$ cat src/rtl/encoder_pkg.sv
// encoder_pkg: shared constants and helpers for the 16-to-4 event encoder.
//   N_IN      - number of event input lines
//   CODE_W    - width of the binary event index
//   fixed_sel - lowest set index of a vector (0 when the vector is empty)
package encoder_pkg;

    localparam int unsigned N_IN   = 16;
    localparam int unsigned CODE_W = 4;

    // Scan from the top down so the lowest set bit is the last one written.
    function automatic logic [CODE_W-1:0] fixed_sel(input logic [N_IN-1:0] vec);
        logic [CODE_W-1:0] idx;
        idx = '0;
        for (int i = N_IN - 1; i >= 0; i--) begin
            if (vec[i]) begin
                idx = CODE_W'(i);
            end
        end
        return idx;
    endfunction

endpackage

$ cat src/rtl/decoder_4_16.sv
// decoder_4_16: 4-to-16 one-hot decoder.
//   code   in  4   binary index
//   onehot out 16  one-hot vector with bit [code] set
module decoder_4_16
    import encoder_pkg::*;
(
    input  logic [CODE_W-1:0] code,
    output logic [N_IN-1:0]   onehot
);

    always_comb begin
        onehot       = '0;
        onehot[code] = 1'b1;
    end

endmodule

$ cat src/rtl/encoder_16_4.sv
// encoder_16_4: sequential 16-to-4 event encoder.
// Captures single-cycle pulses on insig as sticky pending bits and presents them one at a
// time as a binary code over a valid/ready handshake.
//   ROUND_ROBIN  param  1 = round-robin starting after the last emitted code,
//                       0 = fixed priority, lowest index first
//   clk          in   1   rising-edge clock
//   rst_n        in   1   asynchronous active-low reset
//   insig        in   16  event pulses, any number per cycle
//   out_code     out  4   index of the presented event
//   out_valid    out  1   out_code holds a presented event
//   out_ready    in   1   consumer accepts; transfer on out_valid && out_ready
//   pending      out  16  captured events not yet presented (presented bit excluded)
//   overflow     out  1   one-cycle pulse: an event merged into an already-pending bit
module encoder_16_4
    import encoder_pkg::*;
#(
    parameter bit ROUND_ROBIN = 1'b1
) (
    input  logic              clk,
    input  logic              rst_n,
    input  logic [N_IN-1:0]   insig,
    output logic [CODE_W-1:0] out_code,
    output logic              out_valid,
    input  logic              out_ready,
    output logic [N_IN-1:0]   pending,
    output logic              overflow
);

    logic [N_IN-1:0]   pending_q, pending_d;
    logic [CODE_W-1:0] code_q, code_d;
    logic              valid_q, valid_d;
    logic [CODE_W-1:0] rr_ptr_q, rr_ptr_d;
    logic              overflow_q, overflow_d;

    logic [N_IN-1:0]   cand;
    logic              load;
    logic [2*N_IN-1:0] cand_dbl;
    logic [N_IN-1:0]   cand_rot;
    logic [CODE_W-1:0] sel;
    logic [N_IN-1:0]   sel_onehot;

    // Selection: new inputs bypass straight into the candidate set.
    always_comb begin
        cand     = pending_q | insig;
        load     = !valid_q || out_ready;
        // Rotate right by rr_ptr so the search start lands at bit 0.
        cand_dbl = {cand, cand};
        cand_rot = cand_dbl[rr_ptr_q +: N_IN];
        if (ROUND_ROBIN) begin
            sel = fixed_sel(cand_rot) + rr_ptr_q;
        end else begin
            sel = fixed_sel(cand);
        end
    end

    decoder_4_16 u_sel_dec (
        .code   (sel),
        .onehot (sel_onehot)
    );

    always_comb begin
        pending_d  = pending_q;
        code_d     = code_q;
        valid_d    = valid_q;
        rr_ptr_d   = rr_ptr_q;
        // The presented bit is not in pending_q, so a repeat on it re-queues instead.
        overflow_d = |(insig & pending_q);

        if (load) begin
            if (|cand) begin
                code_d    = sel;
                valid_d   = 1'b1;
                pending_d = cand & ~sel_onehot;
                if (ROUND_ROBIN) begin
                    rr_ptr_d = sel + CODE_W'(1);
                end
            end else begin
                valid_d   = 1'b0;
                pending_d = '0;
            end
        end else begin
            pending_d = pending_q | insig;
        end
    end

    always_ff @(posedge clk or negedge rst_n) begin
        if (!rst_n) begin
            pending_q  <= '0;
            code_q     <= '0;
            valid_q    <= 1'b0;
            rr_ptr_q   <= '0;
            overflow_q <= 1'b0;
        end else begin
            pending_q  <= pending_d;
            code_q     <= code_d;
            valid_q    <= valid_d;
            rr_ptr_q   <= rr_ptr_d;
            overflow_q <= overflow_d;
        end
    end

    assign out_code  = code_q;
    assign out_valid = valid_q;
    assign pending   = pending_q;
    assign overflow  = overflow_q;

endmodule
$ cat config.mk
export PLATFORM = sky130hd
export DESIGN_NAME = encoder_16_4
export DESIGN_NICKNAME = d
export VERILOG_FILES = /design/src/rtl/encoder_pkg.sv /design/src/rtl/decoder_4_16.sv /design/src/rtl/encoder_16_4.sv
export SDC_FILE = /design/constraint.sdc
export NUM_CORES = 1
export LEC_CHECK = 0
export ABC_AREA = 0
export BUFFER_PORTS_ARGS = -buffer_cell sky130_fd_sc_hd__buf_2
export CORE_AREA = 8 8 101 103
export CTS_BUF_LIST = sky130_fd_sc_hd__clkbuf_8 sky130_fd_sc_hd__clkbuf_16
export CTS_CLUSTER_DIAMETER = 60
export CTS_CLUSTER_SIZE = 8
export DETAILED_ROUTE_END_ITERATION = 8
export DIE_AREA = 0 0 109 111
export GPL_TIMING_DRIVEN = 0
export SYNTH_ARGS = -nofsm -noshare
export SYNTH_HDL_FRONTEND = slang
export SYNTH_SLANG_ARGS = --single-unit
$ cat constraint.sdc
create_clock -name clk -period 6.26 [get_ports clk]
set_clock_uncertainty 0.05 [all_clocks]
set_input_delay 0.939 -clock clk [delete_from_list [all_inputs] [get_ports clk]]
set_output_delay 0.939 -clock clk [all_outputs]
set_load 0.01 [all_outputs]
; After elaboration in Yosys (flattened, before gate mapping)
; Index checks and enable logic that the tools add are counted.
[classes]
n_shift = 1
addsub = 2
n_reduce_logical = 6
magnitude_cmp = 2
n_bitwise = 4
mux = 21
[ops]
columns = op, count
row1 = two-way mux 4 bit, 16
row2 = AND 16 bit, 2
row3 = two-way mux 16 bit, 2
row4 = OR reduction 16 bit, 2
row5 = variable part select 32 x 5 -> 16 bit, 1
row6 = NOT 16 bit, 1
row7 = bitwise OR 16 bit, 1
row8 = < comparator 4 x 5 -> 1 bit (second input constant), 1
row9 = adder 4 x 1 -> 4 bit (second input constant), 1
row10 = adder 4 bit, 1
row11 = demux 1 bit (select 4 bit), 1
row12 = greater-or-equal comparator 4 x 1 -> 1 bit (second input constant), 1
row13 = two-way mux 1 bit, 2
row14 = AND reduction 2 bit, 1
row15 = logical AND 1 bit, 1
row16 = zero test 1 bit, 1
row17 = logical OR 1 bit, 1
[totals]
reg_bits = 26
wordCells = 41
inputBits = 19

; Logic depth before layout (Yosys ltp)
[depth]
depth_word = 27
ltp_mapped = 18

; Modules after synthesis
; From an unflattened synthesis, not the netlist that was laid out.
[unflattened]
cells_unflattened = 309
area_unflattened_um2 = 2831.5
[by_module_without_submodules]
columns = module, n_inst, cells_each, area_each_um2, seq_area_each_um2
row1 = encoder_16_4, 1, 289, 2605.0, 650.6
row2 = decoder_4_16, 1, 20, 226.5, 0.0

; Least setup slack after synthesis
; OpenSTA, ideal clock, no wires.
[synth_timing]
kind = in2reg
startpoint = in insig[0]
endpoint = reg rr_ptr_q[3]
n_path_buf = 0
stages = 14
t_arrival_ps = 4394
setup_slack_ps = 1691
required_ps = 6085
cell_sequence = or2_2 mux4_2 a211oi_1 mux2i_1 or3_1 o31ai_1 ha_1 inv_1 fa_1 xor2_1 nor3_1 xor2_1 xnor2_1 mux2_2
[synth_between]
elab_chain_cells = 20
[synth_lines]
columns = element, line
row1 = from (decl), encoder_16_4.sv:21  ; input logic [N_IN-1:0] insig,
row2 = bitwise OR 16 bit (*), encoder_16_4.sv:44  ; cand = pending_q | insig;
row3 = variable part select 32 x 5 -> 16 bit, encoder_16_4.sv:48  ; cand_rot = cand_dbl[rr_ptr_q +: N_IN];
row4 = two-way mux 4 bit (16 in series), encoder_pkg.sv:15  ; if (vec[i]) begin
row5 = adder 4 bit, encoder_16_4.sv:50  ; sel = fixed_sel(cand_rot) + rr_ptr_q;
row6 = adder 4 x 1 -> 4 bit, encoder_16_4.sv:75  ; rr_ptr_d = sel + CODE_W'(1);
row7 = to (signal assigned), encoder_16_4.sv:97  ; rr_ptr_q <= rr_ptr_d;
row8 = to (decl), encoder_16_4.sv:32  ; logic [CODE_W-1:0] rr_ptr_q, rr_ptr_d;
; Mark *: on every way between the ends. The rest lies on a longest branch, timed or not.
; A chain may end at the register's enable or synchronous reset.

; Worst setup path in the final report
[layout_timing]
startpoint = reg rr_ptr_q[2]
endpoint = reg rr_ptr_q[3]
[layout_between]
elab_chain_cells = 19
[layout_lines]
columns = element, line
row1 = variable part select 32 x 5 -> 16 bit, encoder_16_4.sv:48
row2 = two-way mux 4 bit (16 in series), encoder_pkg.sv:15
row3 = adder 4 bit (*), encoder_16_4.sv:50
row4 = adder 4 x 1 -> 4 bit (*), encoder_16_4.sv:75
; Marked as above.

==> flow_summary.json <==
{
  "status": "complete, no violations",
  "synthFlopType": "dfrtp_1",
  "clkPwrFrac": 0.098,
  "initial_core_util": 0.3118,
  "fp.dieW_um": 109,
  "p_per_area_nw_per_um2": 476.8,
  "slew_headroom": 0.2781,
  "final_util": 0.3594,
  "peakVddDrop_v": 0.0002132,
  "yosys_warnings": 0,
  "first_iter_violations": 315,
  "critical_path_class": "flip-flop to flip-flop",
  "cp-start-kind": "flip-flop",
  "clk_latency_ns": 0.28,
  "synth_area_um2": 2666,
  "final_cell_mix": "buf_2, nor2_1, dfrtp_1",
  "crit_end": "rr_ptr_q[3]",
  "cts_root_buffer": "clkbuf_8",
  "fin_setup_tns_ns": 0,
  "cts_buffers": 3,
  "io_buffers": 40,
  "clock-sinks": 26,
  "row_count": 34,
  "fin_ws_ns": 0.9856,
  "async_reset_ff_frac": 1.000,
  "post_drt_via_cell_ratio": 5.944,
  "seqCellArea_um2": 650.6,
  "synth-edff-count": 0,
  "power_uw": 1465,
  "worst_r2r_path_depth": 18,
  "post_cts_resized": 0,
  "via_count": 2663,
  "cp.arrival_ns": 5.39,
  "dpl.hpwl_um": 6729,
  "muxShareOfSynthArea": 0.1807,
  "p_int_uw": 716.4,
  "ioPinCount": 41,
  "grt-ovfl-total": 0,
  "worst_slew_pin_slew_ns": 1.075,
  "drv_slew": 0,
  "first_global_vias": 2651,
  "max_cap_viol_count": 0,
  "final_common_cell": "buf_2",
  "r2r-start": "rr_ptr_q[2]",
  "grt_pass1_wl_um": 14330,
  "hold_path.class": "flip-flop to flip-flop",
  "syn_to_final_growth_pct": 15.25,
  "synth_nets": 323,
  "n_fill_cell": 887,
  "core_um2": 8551,
  "endpoint_kind": "flip-flop",
  "worstPathRequired_ns": 6.38,
  "final_nets": 368,
  "r2r-end": "rr_ptr_q[3]",
  "postCtsSetupRepairBufs": 0,
  "synth_simple_gate_area_share": 0.2112,
  "net-switching-power_uw": 748.7,
  "synth.distinct_cells": 55,
  "grt_max_degree": 27,
  "synth_fa_ha_area_frac": 0.04036,
  "leakage_uw": 0.001116,
  "hold_viol_final": 0,
  "wl_per_cell_um": 19.14,
  "diodes": 0,
  "synth-compound-area-share": 0.2567,
  "die_y_um": 111,
  "antenna_found_initial": 0,
  "place_ws_ns": 0.6409,
  "h-tree-depth": 1,
  "ant_nets": 0,
  "min_period_over_period": 0.8426,
  "finalWirelength_um": 8574,
  "drc": 0,
  "clock.fmax_mhz": 189.6,
  "crit_path_max_fanout": 10,
  "rsz0062_at_grt": "false",
  "path_clk_slew_ns": 0.09,
  "ys_ff_latch": 26,
  "setup_viol": 0,
  "startpoint": "rr_ptr_q[2]",
  "die_area_um2": 12100,
  "grt_util_all_layers": 0.1454,
  "min_period_ns": 5.274,
  "rrSetupSlack_ns": 0.99,
  "seqPwrFrac": 0.206,
  "synthCells": 296,
  "p_sw_frac": 0.5111,
  "gp_congestion": 0.8857,
  "pwr-share-comb": 0.697,
  "seq_area_frac_synth": 0.2440,
  "syn_avg_cell_area_um2": 9.008,
  "cts_tree": "built",
  "hold_buffers": 0,
  "cts_buffer_depth": 2,
  "synth_xor_area_frac": 0.02581,
  "first_pass_iters": 5,
  "synth_top_family_by_area": "compound AO/OA/AOI/OAI gates",
  "multi_input_area_um2": 1906,
  "drive_above_1_share": 0.2559
}
worst max-delay path: stages (launching register included):
cell and delay, ns:
dfrtp_1 0.40, buf_2 0.18, buf_2 0.20, nor4b_1 0.16
nor4_1 0.70, o22a_1 0.31, o211a_1 0.17, o21ai_0 0.11
a221o_1 0.32, a2111oi_0 0.47, o31ai_1 0.19, ha_1 0.22
inv_1 0.07, fa_1 0.22, xor2_1 0.69, nor3_1 0.12
xor2_1 0.18, xnor2_1 0.13, mux2_2 0.27
power groups by stage:
stage	registers [uW]	clock network [uW]	logic (uW)
CTS	300	146	1010
floorplan	316	0	701
global placement	301	0	1000
detailed placement	304	0	1010
global route	313	151	1120
finish	301	143	1020
cells by family (layout without fill, tap and decap cells):
group / count (synthesis) / after routing
compound gates: 90 / 90
xor+xnor: 7 / 7
fa+ha+maj: 8 / 8
buf+inv: 25 / 69
flops: 26 / 26
mux: 31 / 31
simple gates: 109 / 109
through the flow:
step | instances | instance area (um^2) | hold WS (ns)
after global placement | 444 | 3002 | 0.4391
after CTS | 448 | 3073 | 0.4700
after floorplan | 296 | 2666 | 0.5012
after detailed placement | 444 | 3002 | 0.4462
after global routing | 448 | 3073 | 0.4866
final | 448 | 3073 | 0.4603
worst min-delay path by stage:
| stage | start | cells past startpoint | to | slack (ns) |
|---|---|---|---|---|
| finish | out_code[2] | 1 | out_code[2] | 0.46 |
| global route | out_code[0] | 1 | out_code[0] | 0.49 |
| CTS | out_code[2] | 1 | out_code[2] | 0.47 |
| detailed placement | out_code[3] | 1 | out_code[3] | 0.45 |
| global placement | out_code[1] | 1 | out_code[1] | 0.44 |
| floorplan | out_code[3] | 1 | out_code[3] | 0.50 |
sequential cells by signal, indices dropped and copies added, names as in the netlist:
signal     cells
out_code       4
out_valid      1
overflow       1
pending       16
rr_ptr_q       4
synthesized netlist by cell type, drive strengths merged, types with 8 or more instances:
cell type / count / area [um^2]
nor2: 37 / 138.9
dfrtp: 26 / 650.6
a21oi: 21 / 105.1
nand2: 17 / 63.81
or2: 15 / 93.84
mux4: 13 / 292.8
buf: 12 / 61.30
mux2i: 11 / 110.1
o21ai: 9 / 45.04
inv: 8 / 30.03
nor3: 8 / 40.04
o31a: 8 / 70.07
routing by layer:
metal | track usage | share of wire
met1 | 0.2008 | 0.45
met2 | 0.2355 | 0.49
met3 | 0.01221 | 0.047
met4 | 0.03562 | 0.013
met5 | 0 | 0
final cells by class:
cell class,instances,area share
Tap cell,108,0.04397
Clock inverter,1,0.009772
Buffer,17,0.02606
Timing Repair Buffer,40,0.06515
Sequential cell,26,0.2117
Clock buffer,3,0.01344
Multi-Input combinational cell,245,0.6201
Inverter,8,0.009772
Note: power is estimated with default switching activity, not from simulation.
